<file path="config.mk">
export PLATFORM = sky130hd
export DESIGN_NAME = clock_one
export DESIGN_NICKNAME = d
export VERILOG_FILES = /design/src/rtl/clock_one_pkg.sv /design/src/rtl/clock_one_debounce.sv /design/src/rtl/clock_one.sv
export SDC_FILE = /design/constraint.sdc
export NUM_CORES = 1
export LEC_CHECK = 0
export BUFFER_PORTS_ARGS = -buffer_cell sky130_fd_sc_hd__buf_2
export CAP_MARGIN = 20
export CORE_ASPECT_RATIO = 1.2
export CORE_MARGIN = 2
export CORE_UTILIZATION = 45
export DETAILED_ROUTE_END_ITERATION = 10
export GPL_TIMING_DRIVEN = 0
export RECOVER_POWER = 100
export SLEW_MARGIN = 20
export SYNTH_ARGS = -nofsm -noshare
export SYNTH_HDL_FRONTEND = slang
export SYNTH_SLANG_ARGS = --single-unit
</file>
<file path="constraint.sdc">
create_clock -name clk -period 11.91 [get_ports clk]
set_clock_uncertainty 0.2 [all_clocks]
set_input_delay 1.7865 -clock clk [delete_from_list [all_inputs] [get_ports clk]]
set_output_delay 1.7865 -clock clk [all_outputs]
set_load 0.01 [all_outputs]
</file>
<file path="src/rtl/clock_one_pkg.sv">
// Shared types and constants for the clock_one 24-hour clock: BCD time record,
// mode encodings, display-bus field positions and the 7-segment glyph table.
package clock_one_pkg;

    localparam logic [1:0] MODE_HOLD = 2'b00;
    localparam logic [1:0] MODE_RUN  = 2'b01;
    // Any value with bit1 set selects set mode; bit0 is then ignored.
    localparam int         MODE_SET_BIT = 1;

    localparam int NUM_DIGITS = 6;
    localparam int AN_MSB     = 13;
    localparam int AN_LSB     = 8;
    localparam int DP_BIT     = 7;
    localparam int SEG_MSB    = 6;
    localparam int SEG_LSB    = 0;

    localparam logic [13:0] OUTCR_RESET = 14'h3EC0;

    typedef struct packed {
        logic [1:0] hr_t;
        logic [3:0] hr_u;
        logic [2:0] min_t;
        logic [3:0] min_u;
        logic [2:0] sec_t;
        logic [3:0] sec_u;
    } bcd_time_t;

    // Active-low segments g..a; entry 0 is the rightmost.
    localparam logic [9:0][6:0] SEG_TABLE = {
        7'b0010000, 7'b0000000, 7'b1111000, 7'b0000010, 7'b0010010,
        7'b0011001, 7'b0110000, 7'b0100100, 7'b1111001, 7'b1000000
    };

    function automatic logic [6:0] seg_glyph(input logic [3:0] d);
        if (d > 4'd9) begin
            return 7'b1111111;
        end
        return SEG_TABLE[d];
    endfunction

    function automatic bcd_time_t inc_hours(input bcd_time_t t);
        bcd_time_t r;
        r = t;
        if (t.hr_t == 2'd2 && t.hr_u == 4'd3) begin
            r.hr_t = 2'd0;
            r.hr_u = 4'd0;
        end else if (t.hr_u == 4'd9) begin
            r.hr_u = 4'd0;
            r.hr_t = t.hr_t + 2'd1;
        end else begin
            r.hr_u = t.hr_u + 4'd1;
        end
        return r;
    endfunction

    // Minutes wrap 59 -> 00 without touching the hours.
    function automatic bcd_time_t inc_minutes(input bcd_time_t t);
        bcd_time_t r;
        r = t;
        if (t.min_u != 4'd9) begin
            r.min_u = t.min_u + 4'd1;
        end else begin
            r.min_u = 4'd0;
            r.min_t = (t.min_t == 3'd5) ? 3'd0 : t.min_t + 3'd1;
        end
        return r;
    endfunction

endpackage

</file>
<file path="src/rtl/clock_one_debounce.sv">
// Button conditioner: two-flop synchronizer, stable-level debounce counter and
// a single-cycle pulse on each accepted press (1 -> 0).
module clock_one_debounce
    import clock_one_pkg::*;
#(
    parameter int DEB_CYCLES = 500_000
) (
    input  logic clk,
    input  logic rst,
    input  logic btn_i,
    output logic press_o
);

    localparam int CW = (DEB_CYCLES > 1) ? $clog2(DEB_CYCLES + 1) : 1;

    logic          sync1_q, sync2_q;
    logic          level_q, level_d;
    logic          press_q, press_d;
    logic [CW-1:0] cnt_q, cnt_d;

    // NOTE: both synchronizer stages reset to "released" so a held button
    // during reset is seen as a fresh press only after the full debounce time.
    always_ff @(posedge clk or posedge rst) begin
        if (rst) begin
            sync1_q <= 1'b1;
            sync2_q <= 1'b1;
        end else begin
            sync1_q <= btn_i;
            sync2_q <= sync1_q;
        end
    end

    // NOTE: every output of this block is given a default first; leaving one
    // unassigned on some path would infer a latch.
    always_comb begin
        cnt_d   = cnt_q;
        level_d = level_q;
        press_d = 1'b0;
        if (sync2_q == level_q) begin
            cnt_d = '0;
        end else if (cnt_q == CW'(DEB_CYCLES - 1)) begin
            level_d = sync2_q;
            cnt_d   = '0;
            press_d = ~sync2_q;
        end else begin
            cnt_d = cnt_q + 1'b1;
        end
    end

    // NOTE: state registers use non-blocking assignments so every flop samples
    // the pre-edge values regardless of statement order.
    always_ff @(posedge clk or posedge rst) begin
        if (rst) begin
            level_q <= 1'b1;
            cnt_q   <= '0;
            press_q <= 1'b0;
        end else begin
            level_q <= level_d;
            cnt_q   <= cnt_d;
            press_q <= press_d;
        end
    end

    assign press_o = press_q;

endmodule

</file>
<file path="src/rtl/clock_one.sv">
// 24-hour HH:MM:SS clock: 1 Hz prescaler, BCD time counters with set buttons,
// and a registered 6-digit multiplexed common-anode 7-segment driver.
module clock_one
    import clock_one_pkg::*;
#(
    parameter int CLK_HZ     = 50_000_000,
    parameter int SCAN_DIV   = 50_000,
    parameter int DEB_CYCLES = 500_000
) (
    input  logic        clk,
    input  logic        rst,
    input  logic [1:0]  swch,
    input  logic        BUT1,
    input  logic        BUT2,
    output logic [13:0] OUTCR
);

    localparam int PW = (CLK_HZ > 1)   ? $clog2(CLK_HZ)   : 1;
    localparam int SW = (SCAN_DIV > 1) ? $clog2(SCAN_DIV) : 1;

    logic          hr_press, min_press;
    logic          running, set_mode, tick;
    logic [PW-1:0] presc_q, presc_d;
    logic [SW-1:0] scan_cnt_q, scan_cnt_d;
    logic [2:0]    scan_idx_q, scan_idx_d;
    bcd_time_t     time_q, time_d;
    logic [13:0]   outcr_q, outcr_d;
    logic [3:0]    digit;
    logic          dp_on;

    clock_one_debounce #(.DEB_CYCLES(DEB_CYCLES)) u_deb_hr (
        .clk     (clk),
        .rst     (rst),
        .btn_i   (BUT1),
        .press_o (hr_press)
    );

    clock_one_debounce #(.DEB_CYCLES(DEB_CYCLES)) u_deb_min (
        .clk     (clk),
        .rst     (rst),
        .btn_i   (BUT2),
        .press_o (min_press)
    );

    assign running  = (swch == MODE_RUN);
    assign set_mode = swch[MODE_SET_BIT];
    assign tick     = running && (presc_q == PW'(CLK_HZ - 1));

    always_comb begin
        presc_d = '0;
        if (running && !tick) begin
            presc_d = presc_q + 1'b1;
        end
    end

    always_comb begin
        time_d = time_q;
        if (tick) begin
            if (time_q.sec_u != 4'd9) begin
                time_d.sec_u = time_q.sec_u + 4'd1;
            end else begin
                time_d.sec_u = 4'd0;
                if (time_q.sec_t != 3'd5) begin
                    time_d.sec_t = time_q.sec_t + 3'd1;
                end else begin
                    time_d.sec_t = 3'd0;
                    time_d = inc_minutes(time_d);
                    if (time_q.min_t == 3'd5 && time_q.min_u == 4'd9) begin
                        time_d = inc_hours(time_d);
                    end
                end
            end
        end else if (set_mode) begin
            // Both buttons may land in the same cycle; apply hours then minutes.
            if (hr_press) begin
                time_d = inc_hours(time_d);
            end
            if (min_press) begin
                time_d       = inc_minutes(time_d);
                time_d.sec_t = 3'd0;
                time_d.sec_u = 4'd0;
            end
        end
    end

    always_comb begin
        scan_cnt_d = scan_cnt_q + 1'b1;
        scan_idx_d = scan_idx_q;
        if (scan_cnt_q == SW'(SCAN_DIV - 1)) begin
            scan_cnt_d = '0;
            scan_idx_d = (scan_idx_q == 3'(NUM_DIGITS - 1)) ? 3'd0 : scan_idx_q + 3'd1;
        end
    end

    always_comb begin
        case (scan_idx_q)
            3'd0:    digit = time_q.sec_u;
            3'd1:    digit = {1'b0, time_q.sec_t};
            3'd2:    digit = time_q.min_u;
            3'd3:    digit = {1'b0, time_q.min_t};
            3'd4:    digit = time_q.hr_u;
            default: digit = {2'b00, time_q.hr_t};
        endcase
        dp_on = (scan_idx_q == 3'd2 || scan_idx_q == 3'd4) &&
                (!running || presc_q < PW'(CLK_HZ / 2));
        outcr_d                  = '1;
        outcr_d[AN_MSB:AN_LSB]   = ~(6'b000001 << scan_idx_q);
        outcr_d[DP_BIT]          = ~dp_on;
        outcr_d[SEG_MSB:SEG_LSB] = seg_glyph(digit);
    end

    always_ff @(posedge clk or posedge rst) begin
        if (rst) begin
            presc_q    <= '0;
            time_q     <= '0;
            scan_cnt_q <= '0;
            scan_idx_q <= '0;
            outcr_q    <= OUTCR_RESET;
        end else begin
            presc_q    <= presc_d;
            time_q     <= time_d;
            scan_cnt_q <= scan_cnt_d;
            scan_idx_q <= scan_idx_d;
            outcr_q    <= outcr_d;
        end
    end

    assign OUTCR = outcr_q;

endmodule

</file>
==> flow_summary.json, run 1 <==
{
  "status": "finished with violations",
  "violations": "max-capacitance violations, max-slew violations",
  "critical_path_class": "in2async",
  "p_leak_uw": 0.00299,
  "fmax_mhz": 154,
  "cts_setup_buffers": 0,
  "slew_viol_final": 128,
  "cp_slowest_cell": "clkbuf_1",
  "totalPowerFinal_uw": 931,
  "rsz0062_at_grt": "false",
  "post_route_cells_drive_above_1_share": 0.0961,
  "synth-main-ff-cell": "dfrtp_1",
  "first_pass_iters": 4,
  "setup_viol": 0,
  "track_usage": 0.176,
  "coreArea_um2": 13700,
  "io_buffers": 19,
  "dp_slack_ns": 8.10,
  "antenna_found_initial": 0,
  "dieWidth_um": 112,
  "wire_per_inst_um": 14.1,
  "drc_errors": 0,
  "critPathMaxFanout": 69,
  "clockBufferDepth": 2,
  "area_growth_pct": 13.2,
  "fin_ws_ns": 5.40,
  "powerDensity_nw_per_um2": 131,
  "crit_path_end_kind": "async pin",
  "period_needed_ns": 6.51,
  "postSynthCellCount": 637,
  "fin_util": 0.517,
  "cp-start-kind": "input pin",
  "routed_wl_um": 12100,
  "place_congestion": 0.810,
  "cts_max_level": 4,
  "grt_max_degree": 70,
  "cts_resized": 0,
  "ant_nets": 0,
  "io_pins": 20,
  "final_hold_viol_count": 0,
  "crit_required_ns": 11.38,
  "arrival_ns": 5.99,
  "hold_class": "reg2reg",
  "cts.sinks": 125,
  "clockRootBuffer": "clkbuf_16",
  "cap_violations": 2,
  "synth_seq_cells": 125,
  "gr-total-overflow": 0,
  "initial_core_util": 0.457,
  "nets": 697,
  "vias_per_cell": 5.40,
  "ys_types": 55,
  "setup_tns_ns": 0,
  "dieHeight_um": 133,
  "drtIter0Drc": 280,
  "ctsHoldBuffers": 0,
  "crit_chain": "buf_2 -> clkinvlp_2 -> clkbuf_1",
  "die_area_um2": 14900,
  "ys_seq_area_frac": 0.502,
  "path_clk_slew_ns": 0.05,
  "slew_headroom": -1.43,
  "grt_pass1_vias": 4692,
  "finalNonFillerCells": 858,
  "synth-edff-count": 0,
  "clk_latency_ns": 0.41,
  "ys_warn_count": 0,
  "synth_nets": 658,
  "num_rows": 47,
  "fin_crit_sh": 0.547,
  "worstMarginPinSlew_ns": 3.65,
  "slowest_delay_ns": 2.66,
  "max-vdd-ir-drop_mv": 0.102,
  "dp_hpwl_um": 8410,
  "postSynth.asyncResetShare": 1.00,
  "dpl.cell_count": 828,
  "synth_area_per_cell_um2": 9.83,
  "cts_tree": "built",
  "cts_made_buffers": 17,
  "syn-cell-area_um2": 6260,
  "antennaDiodeCount": 0,
  "vias": 4630,
  "grt_pass1_wl_um": 21400
}
[where the power goes]
| part | leakage, µW | internal, µW | switching, µW |
|---|---|---|---|
| combinational | 0.00106 | 3.59 | 14.3 |
| sequential | 0.00166 | 429 | 2.39 |
| clock | 0.000271 | 312 | 170 |
[layout make-up]
cell class | count | area (µm²)
plain buffers | 18 | 67.6
well taps | 171 | 214
multi-input cells | 467 | 2930
flip-flops and latches | 125 | 3140
fillers | 1268 | 6610
inverters | 27 | 103
clock buffers | 28 | 517
clock inverters | 2 | 35.0
repair buffers | 20 | 80.1
[Yosys cell counts, drive strengths merged (2+ instances only)]
| cell type | instances | share of area |
|---|---|---|
| o211ai | 7 | 0.0084 |
| a211o | 3 | 0.0042 |
| mux2 | 13 | 0.025 |
| or4 | 3 | 0.0042 |
| nand2b | 3 | 0.0030 |
| and4 | 5 | 0.0070 |
| a31oi | 2 | 0.0020 |
| dfrtp | 112 | 0.45 |
| buf | 3 | 0.0034 |
| nand4b | 2 | 0.0028 |
| ha | 15 | 0.030 |
| nor3 | 20 | 0.016 |
| inv | 27 | 0.016 |
| dfstp | 13 | 0.055 |
| or3 | 3 | 0.0030 |
| and3b | 4 | 0.0056 |
| o31ai | 3 | 0.0036 |
| and3 | 9 | 0.0090 |
| clkbuf | 15 | 0.0090 |
| nand4 | 19 | 0.019 |
| nand3 | 42 | 0.034 |
| nand3b | 3 | 0.0036 |
| or2 | 5 | 0.0050 |
| o21ai | 13 | 0.012 |
| and2 | 4 | 0.0040 |
| a21oi | 13 | 0.010 |
| xnor2 | 44 | 0.062 |
| nor4b | 5 | 0.0070 |
| nand2 | 49 | 0.029 |
| xor2 | 32 | 0.045 |
| nor2 | 107 | 0.064 |
| mux2i | 2 | 0.0032 |
| o21a | 3 | 0.0036 |
| nor4 | 10 | 0.015 |
| o22ai | 2 | 0.0020 |
| a211oi | 2 | 0.0024 |
| nor2b | 8 | 0.0080 |
| or4b | 2 | 0.0032 |
[through the flow]
stage	hold slack, ns	area, µm²
6_report	0.155	7090
5_1_grt	0.162	7090
4_1_cts	0.156	7150
3_5_place_dp	0.148	6600
3_3_place_gp	0.147	6570
2_1_floorplan	0.145	6260
[path summary, 6_finish.rpt]
kind                       cells after the start                 end  slack (ns)              from
max reg2reg                                   11            OUTCR[6]        8.72     scan_idx_q[1]
min in group asynchronous                      2  u_deb_hr.cnt_q[11]        1.85               rst
min reg2reg                                    0    u_deb_hr.sync2_q        0.16  u_deb_hr.sync1_q
max in group clk                               7          time_q[14]        8.33           swch[1]
max                                            3         presc_q[20]        5.40               rst
min                                            0    u_deb_hr.sync2_q        0.16  u_deb_hr.sync1_q
[per-layer routing]
metal / part of all wire / track usage / wire [µm] / up-vias
met2: 0.51 / 0.300 / 6170 / 66
met5: 0 / 0 / 0 / -
met1: 0.45 / 0.212 / 5470 / 2284
li1: - / - / - / 2266
met4: 0.012 / 0.0775 / 151 / 0
met3: 0.027 / 0.0409 / 332 / 14
[cells in the final DEF, fill, tap and decap left out, types with 3 or more instances in the layout]
| cell | Yosys | routed |
|---|---|---|
| a211o_1 | 3 | 3 |
| buf_2 | 2 | 4 |
| clkbuf_1 | 15 | 40 |
| mux2_2 | 11 | 11 |
| nor4b_1 | 5 | 5 |
| dfrtp_1 | 112 | 112 |
| or2_2 | 5 | 5 |
| nand2_1 | 49 | 49 |
| xor2_1 | 32 | 32 |
| clkbuf_16 | 0 | 17 |
| and3b_1 | 4 | 4 |
| nand3_1 | 41 | 41 |
| nor2b_1 | 8 | 8 |
| nand3b_1 | 3 | 3 |
| dfstp_2 | 13 | 13 |
| o21ai_0 | 11 | 13 |
| and3_1 | 9 | 9 |
| o211ai_1 | 7 | 7 |
| clkbuf_8 | 0 | 5 |
| inv_1 | 27 | 26 |
| xnor2_1 | 44 | 44 |
| nand4_1 | 19 | 19 |
| nand2b_1 | 3 | 3 |
| nor3_1 | 20 | 20 |
| nor2_1 | 107 | 107 |
| or3_1 | 3 | 3 |
| nor4_1 | 8 | 8 |
| o21a_1 | 3 | 3 |
| ha_1 | 15 | 15 |
| o31ai_1 | 3 | 3 |
| and2_1 | 4 | 3 |
| a21oi_1 | 13 | 13 |
| and4_1 | 5 | 5 |
[flip-flops by register name, summed over array words and instances, names as in the netlist, 3 cells and up]
name and flops:
u_deb_hr.cnt_q 19, u_deb_min.cnt_q 19, scan_idx_q 3, presc_q 26, time_q 20, scan_cnt_q 16
OUTCR 14
[worst max-delay path, delay by kind of cell]
family	cells	cell delay (ns)
buf+inv	3	4.15
[logic make-up after synthesis]
logic type | count (synthesis) | synth area share
DFF | 125 | 0.502
xor gates and xnor gates | 76 | 0.106
muxes | 15 | 0.0278
buffers and inverters | 45 | 0.0286
and+or+nand+nor | 303 | 0.243
AOI/OAI and AO/OA | 58 | 0.0622
adders and majority gates | 15 | 0.0300
No activity file was read; power rests on OpenSTA's default activity.
==> inputs of run 2 (changes only) <==
--- a/config.mk
+++ b/config.mk
@@ -5,6 +5,7 @@
 export SDC_FILE = /design/constraint.sdc
 export NUM_CORES = 1
 export LEC_CHECK = 0
+export ABC_AREA = 1
 export BUFFER_PORTS_ARGS = -buffer_cell sky130_fd_sc_hd__buf_2
 export CAP_MARGIN = 20
 export CORE_ASPECT_RATIO = 1.2
==> constraint.sdc (replaced) <==
create_clock -name clk -period 6.1 [get_ports clk]
set_clock_uncertainty 0.2 [all_clocks]
set_input_delay 0.915 -clock clk [delete_from_list [all_inputs] [get_ports clk]]
set_output_delay 0.915 -clock clk [all_outputs]
set_load 0.01 [all_outputs]
==> run 2 against run 1 <==
The run still ends with max-capacitance violations, max-slew violations left. Setup slack worse by 3.1 ns. Clock-buffer cell count decreased by 8. Register-to-register slack got worse by 5.5 ns. Critical path type unchanged. Critical endpoint is now OUTCR[5]. Largest cell class is now multi-input combinational cells.
==> flow_summary.json, run 2 <==
{
  "hold_class": "reg2reg",
  "synth_seq_cells": 125,
  "postSynthCellCount": 924,
  "crit_chain": "buf_2 -> clkinvlp_2 -> clkbuf_2",
  "slew_viol_final": 96,
  "power.internal_uw": 1580,
  "cp-start-kind": "input pin",
  "cts.sinks": 125,
  "clockRootBuffer": "clkbuf_16",
  "largest_register_ffs": 26,
  "setup_tns_ns": 0,
  "top_regs": "presc_q x26, time_q x20",
  "fin_crit_sh": 0.621,
  "ctsHoldBuffers": 0,
  "place_congestion": 0.900,
  "synthTopCellsByArea": "dfrtp_1 39%, nand2_1 9.1%, nor2_1 7.6%",
  "synth.most_common_cell": "nand2_1",
  "routed_wl_um": 15600,
  "die_area_um2": 16800,
  "antennaDiodeCount": 0,
  "violations": "max-capacitance violations, max-slew violations",
  "critical_path_buf_inv_count": 3,
  "cts_max_level": 4,
  "max-vdd-ir-drop_mv": 0.176,
  "combinationalPowerShare": 0.052,
  "critical_path_class": "in2async",
  "synth_area_per_cell_um2": 7.71,
  "cts_tree": "built",
  "rsz0062_at_grt": "false",
  "whs_ns": 0.154,
  "dieWidth_um": 119,
  "swShare": 0.229,
  "area_growth_pct": 12.2,
  "num_rows": 50,
  "drtIter0Drc": 483,
  "ant_nets": 0,
  "clockBufferDepth": 2,
  "cts_made_buffers": 17,
  "cp_slowest_cell": "clkbuf_2",
  "path_clk_slew_ns": 0.05,
  "synth-main-ff-cell": "dfrtp_1",
  "powerDensity_nw_per_um2": 256,
  "clk_latency_ns": 0.42,
  "synth_nets": 945,
  "p_leak_uw": 0.00353,
  "arrival_ns": 3.63,
  "slew_headroom": -0.530,
  "cts_resized": 0,
  "synth_top_area_frac": 0.394,
  "dieHeight_um": 142,
  "regMostFlops": "presc_q",
  "initial_core_util": 0.459,
  "vias_per_cell": 5.10,
  "antenna_found_initial": 0,
  "postSynth.asyncResetShare": 1.00,
  "clockPowerShare": 0.519,
  "critPathMaxFanout": 95,
  "drc_errors": 0,
  "synth-edff-count": 0,
  "wire_per_inst_um": 13.2,
  "final_hold_viol_count": 0,
  "syn-cell-area_um2": 7120,
  "path_delay_family": "buffers and inverters",
  "ys_warn_count": 0,
  "seq_power_share": 0.429,
  "netlist_top_cells_count": "173 x nand2_1, 145 x nor2_1, 130 x inv_1, 112 x dfrtp_1, 61 x nand3_1",
  "grt_pass1_wl_um": 27600,
  "gr-total-overflow": 0,
  "nFillCells": 1573,
  "final_cell_mix": "175 x nand2_1, 149 x nor2_1, 131 x inv_1",
  "crit_required_ns": 5.95,
  "p_sw_uw": 468,
  "ys_seq_area_frac": 0.442,
  "slowest_delay_ns": 1.73,
  "nets": 984,
  "crit_path_end_kind": "async pin",
  "ys_types": 42,
  "status": "finished with violations",
  "setup_viol": 0,
  "first_pass_iters": 5,
  "io_pins": 20,
  "io_buffers": 19,
  "cap_violations": 1,
  "cts_setup_buffers": 0,
  "vias": 6033,
  "track_usage": 0.200,
  "post_route_cells_drive_above_1_share": 0.0871,
  "coreArea_um2": 15500,
  "period_needed_ns": 3.79,
  "dp_hpwl_um": 11400,
  "totalPowerFinal_uw": 2050,
  "worstMarginPinSlew_ns": 2.29,
  "layout_commonest_cell": "nand2_1",
  "grt_max_degree": 96,
  "fmax_mhz": 264,
  "grt_pass1_vias": 6050,
  "yosysTopAreaCell": "dfrtp_1"
}
[run 2: cell count changes in the layout (fill, tap and decap cells not counted), moves of 11 or more]
| cell | before | now |
|---|---|---|
| a21oi_1 | 13 | 29 |
| clkbuf_1 | 40 | 19 |
| inv_1 | 26 | 131 |
| mux2_2 | 11 | 0 |
| nand2_1 | 49 | 175 |
| nand3_1 | 41 | 63 |
| nand4_1 | 19 | 46 |
| nor2_1 | 107 | 149 |
| nor3_1 | 20 | 41 |
| o21ai_0 | 13 | 37 |
| xnor2_1 | 44 | 3 |
[run 2: logic make-up (layout without fill, tap and decap cells)]
logic type | after synthesis | count (layout) | share of synthesized area
AO/OA/AOI/OAI | 81 | 81 | 0.0659
XOR/XNOR | 35 | 35 | 0.0431
adder cells (fa/ha/maj) | 15 | 15 | 0.0264
buffers and inverters | 147 | 199 | 0.0791
flip-flops | 125 | 125 | 0.442
multiplexers | 2 | 2 | 0.00281
AND/OR/NAND/NOR | 519 | 519 | 0.341
[run 2: worst paths after layout]
kind,start,to,slack (ns),depth (start not counted)
setup / recovery,rst,OUTCR[5],2.31,3
hold / removal,u_deb_min.sync1_q,u_deb_min.sync2_q,0.15,0
setup reg to reg,scan_idx_q[2],OUTCR[0],3.27,9
hold reg to reg,u_deb_min.sync1_q,u_deb_min.sync2_q,0.15,0
max in group clk,scan_idx_q[2],OUTCR[0],3.27,9
min in group asynchronous,rst,u_deb_min.cnt_q[4],0.58,2
[run 2: through the flow]
step	instance area [µm²]	instances	utilization	setup WS, ns
floorplan	7120	924	-	1.68
global placement	7480	1151	0.482	0.0906
detailed placement	7510	1152	0.484	3.45
CTS	8130	1184	0.524	3.39
global route	7990	1184	0.515	1.59
finish	7990	1184	0.515	2.31
[run 2: layout make-up]
type                    instances  area, µm²  area share
multi-input cells             652       3330       0.417
flip-flops and latches        125       3140       0.393
inverters                     142        534      0.0668
clock buffers                  20        447      0.0559
well taps                     208        260      0.0326
clock inverters                12        169      0.0211
repair buffers                 20       82.6      0.0103
plain buffers                   5       23.8     0.00297
[run 2: routing by layer]
layer,up-vias,share of wire,track usage
met4,0,0.014,0.0627
met1,2836,0.45,0.246
met2,90,0.51,0.351
li1,3084,-,-
met5,-,0,0
met3,23,0.029,0.0426
[run 2: power groups by stage]
stage                     clock (µW)  combinational [µW]  sequential [µW]
final                           1060                 107              878
after global routing            1130                 127              881
after CTS                       1090                 116              878
after detailed placement           0                 115              892
after global placement             0                 112              892
after floorplan                    0                83.6              887
==> inputs of run 3 (changes only) <==
==> constraint.sdc (replaced) <==
create_clock -name clk -period 3.6 [get_ports clk]
set_clock_uncertainty 0.2 [all_clocks]
set_input_delay 0.54 -clock clk [delete_from_list [all_inputs] [get_ports clk]]
set_output_delay 0.54 -clock clk [all_outputs]
set_load 0.01 [all_outputs]
==> run 3 against run 2 <==
The flow now finishes without violations. Cell area up 1.8%. Via count down 1.6%. Sequential cell count stayed put. Critical endpoint is now OUTCR[0]. Utilization is 0.92 points higher. First-iteration DRC count shrank 6.0%. Critical path depth rose by 6. Sequential share of layout area decreased by 0.69 points.
==> flow_summary.json, run 3 (synthesized netlist as in run 2, its figures left out) <==
{
  "cts.sinks": 125,
  "grt_pass1_wl_um": 27100,
  "track_usage": 0.198,
  "hold_class": "in2reg",
  "worstMarginPinSlew_ns": 1.16,
  "cts_max_level": 4,
  "cp_slowest_cell": "dfrtp_1",
  "grt_pass1_vias": 5901,
  "cp-start-kind": "flip-flop",
  "routed_wl_um": 15500,
  "use_met3": 0.0386,
  "grt.busiest_layer": "met2",
  "critical_path_class": "reg2reg",
  "fin_util": 0.524,
  "num_rows": 50,
  "fmax_mhz": 356,
  "nets": 989,
  "drc_errors": 0,
  "gr-total-overflow": 0,
  "use_met1": 0.242,
  "seq_power_share": 0.415,
  "drtIter0Drc": 454,
  "clk_latency_ns": 0.42,
  "fin_crit_sh": 0.781,
  "clockPowerShare": 0.531,
  "dp_hpwl_um": 11700,
  "status": "complete, no violations",
  "path_clk_slew_ns": 0.06,
  "p_leak_uw": 0.00359,
  "coreArea_um2": 15500,
  "cts_resized": 0,
  "grt_util_met2": 0.338,
  "dieHeight_um": 142,
  "ant_nets": 0,
  "cts_setup_buffers": 0,
  "ctsHoldBuffers": 1,
  "initial_core_util": 0.459,
  "period_needed_ns": 2.81,
  "arrival_ns": 2.88,
  "antennaDiodeCount": 0,
  "setup_tns_ns": 0,
  "vias_per_cell": 4.99,
  "final_hold_viol_count": 0,
  "swShare": 0.220,
  "clockRootBuffer": "clkbuf_16",
  "place_congestion": 0.891,
  "vias": 5936,
  "area_growth_pct": 14.3,
  "fin_ws_ns": 0.789,
  "largest_register_ffs": 26,
  "cap_violations": 0,
  "dp_slack_ns": 0.958,
  "final_cell_mix": "175 x nand2_1, 149 x nor2_1, 131 x inv_1",
  "max-vdd-ir-drop_mv": 0.293,
  "p_sw_uw": 790,
  "slew_headroom": 0.219,
  "power.internal_uw": 2800,
  "crit_chain": "inv_1 -> ha_1 -> nor3_1 -> inv_1 -> o211ai_1 -> ha_1 -> nor2_1 -> o21bai_1 -> o21ai_0",
  "setup_viol": 0,
  "critPathMaxFanout": 7,
  "crit_path_end_kind": "flip-flop",
  "io_buffers": 19,
  "post_route_cells_drive_above_1_share": 0.0887,
  "io_pins": 20,
  "cts_made_buffers": 17,
  "die_area_um2": 16800,
  "crit_required_ns": 3.66,
  "regMostFlops": "presc_q",
  "slew_viol_final": 0,
  "nFillCells": 1523,
  "first_pass_iters": 5,
  "combinationalPowerShare": 0.054,
  "rsz0062_at_grt": "false",
  "dieWidth_um": 119,
  "powerDensity_nw_per_um2": 441,
  "clockBufferDepth": 2,
  "totalPowerFinal_uw": 3590,
  "slowest_delay_ns": 0.42,
  "wire_per_inst_um": 13.0,
  "top_regs": "presc_q x26, time_q x20",
  "grt_max_degree": 31,
  "layout_commonest_cell": "nand2_1",
  "cts_tree": "built",
  "antenna_found_initial": 0
}
==> run 3: cell types whose count changed in the layout (fill, tap and decap cells not counted), sizes merged <==
cell	delta
clkinv	-4
buf	+4
bufinv	+1
clkinvlp	+1
dlygate4sd3	+2
clkbuf	+1
==> run 3: path summary, 6_finish.rpt <==
kind,slack [ns],end,cells after the start,from
min reg2reg,0.16,u_deb_min.sync2_q,0,u_deb_min.sync1_q
max in group asynchronous,1.66,OUTCR[6],5,rst
max reg2reg,0.79,OUTCR[0],9,scan_idx_q[2]
min in group asynchronous,0.61,u_deb_min.cnt_q[6],3,rst
min,0.01,u_deb_min.sync1_q,1,BUT2
max,0.79,OUTCR[0],9,scan_idx_q[2]
==> run 3: area by class of cell <==
cell class	count	area, µm²	share of cell area
sequential	125	3140	0.386
clock buffer	22	474	0.0583
multi-input combinational	652	3330	0.409
clock inverter	10	186	0.0229
buffer	5	25.0	0.00308
inverter	142	534	0.0657
tap	208	260	0.0320
timing repair buffer	25	184	0.0226
==> run 3: per-stage QoR <==
step | cells | hold WS [ns] | instance area [µm²]
6_report | 1189 | 0.0126 | 8140
5_1_grt | 1189 | 0.00385 | 8140
4_1_cts | 1188 | 0.000510 | 8240
3_5_place_dp | 1155 | 0.147 | 7570
3_3_place_gp | 1151 | 0.146 | 7480
2_1_floorplan | 924 | 0.145 | 7120
==> run 3: power by group through the flow <==
| stage | logic [µW] | registers (µW) | clock network, µW |
|---|---|---|---|
| after detailed placement | 204 | 1510 | 0 |
| after floorplan | 142 | 1500 | 0 |
| after CTS | 204 | 1490 | 1950 |
| final | 194 | 1490 | 1900 |
| after global placement | 189 | 1510 | 0 |
| after global routing | 227 | 1490 | 2010 |
==> run 3: critical path: cells and delay by family, from the launching register on <==
kind                     cells  cell delay (ns)
AND/OR/NAND/NOR              2             0.36
flip-flops                   1             0.42
adder cells (fa/ha/maj)      2             0.50
AO/OA/AOI/OAI                3             0.96
buffers and inverters        2             0.22
==> run 3: metal layers <==
metal	share of wire	up-vias	routed length, µm
li1	-	3104	-
met5	0	-	0
met3	0.028	24	429
met1	0.46	2722	7080
met2	0.49	86	7590
met4	0.023	0	349
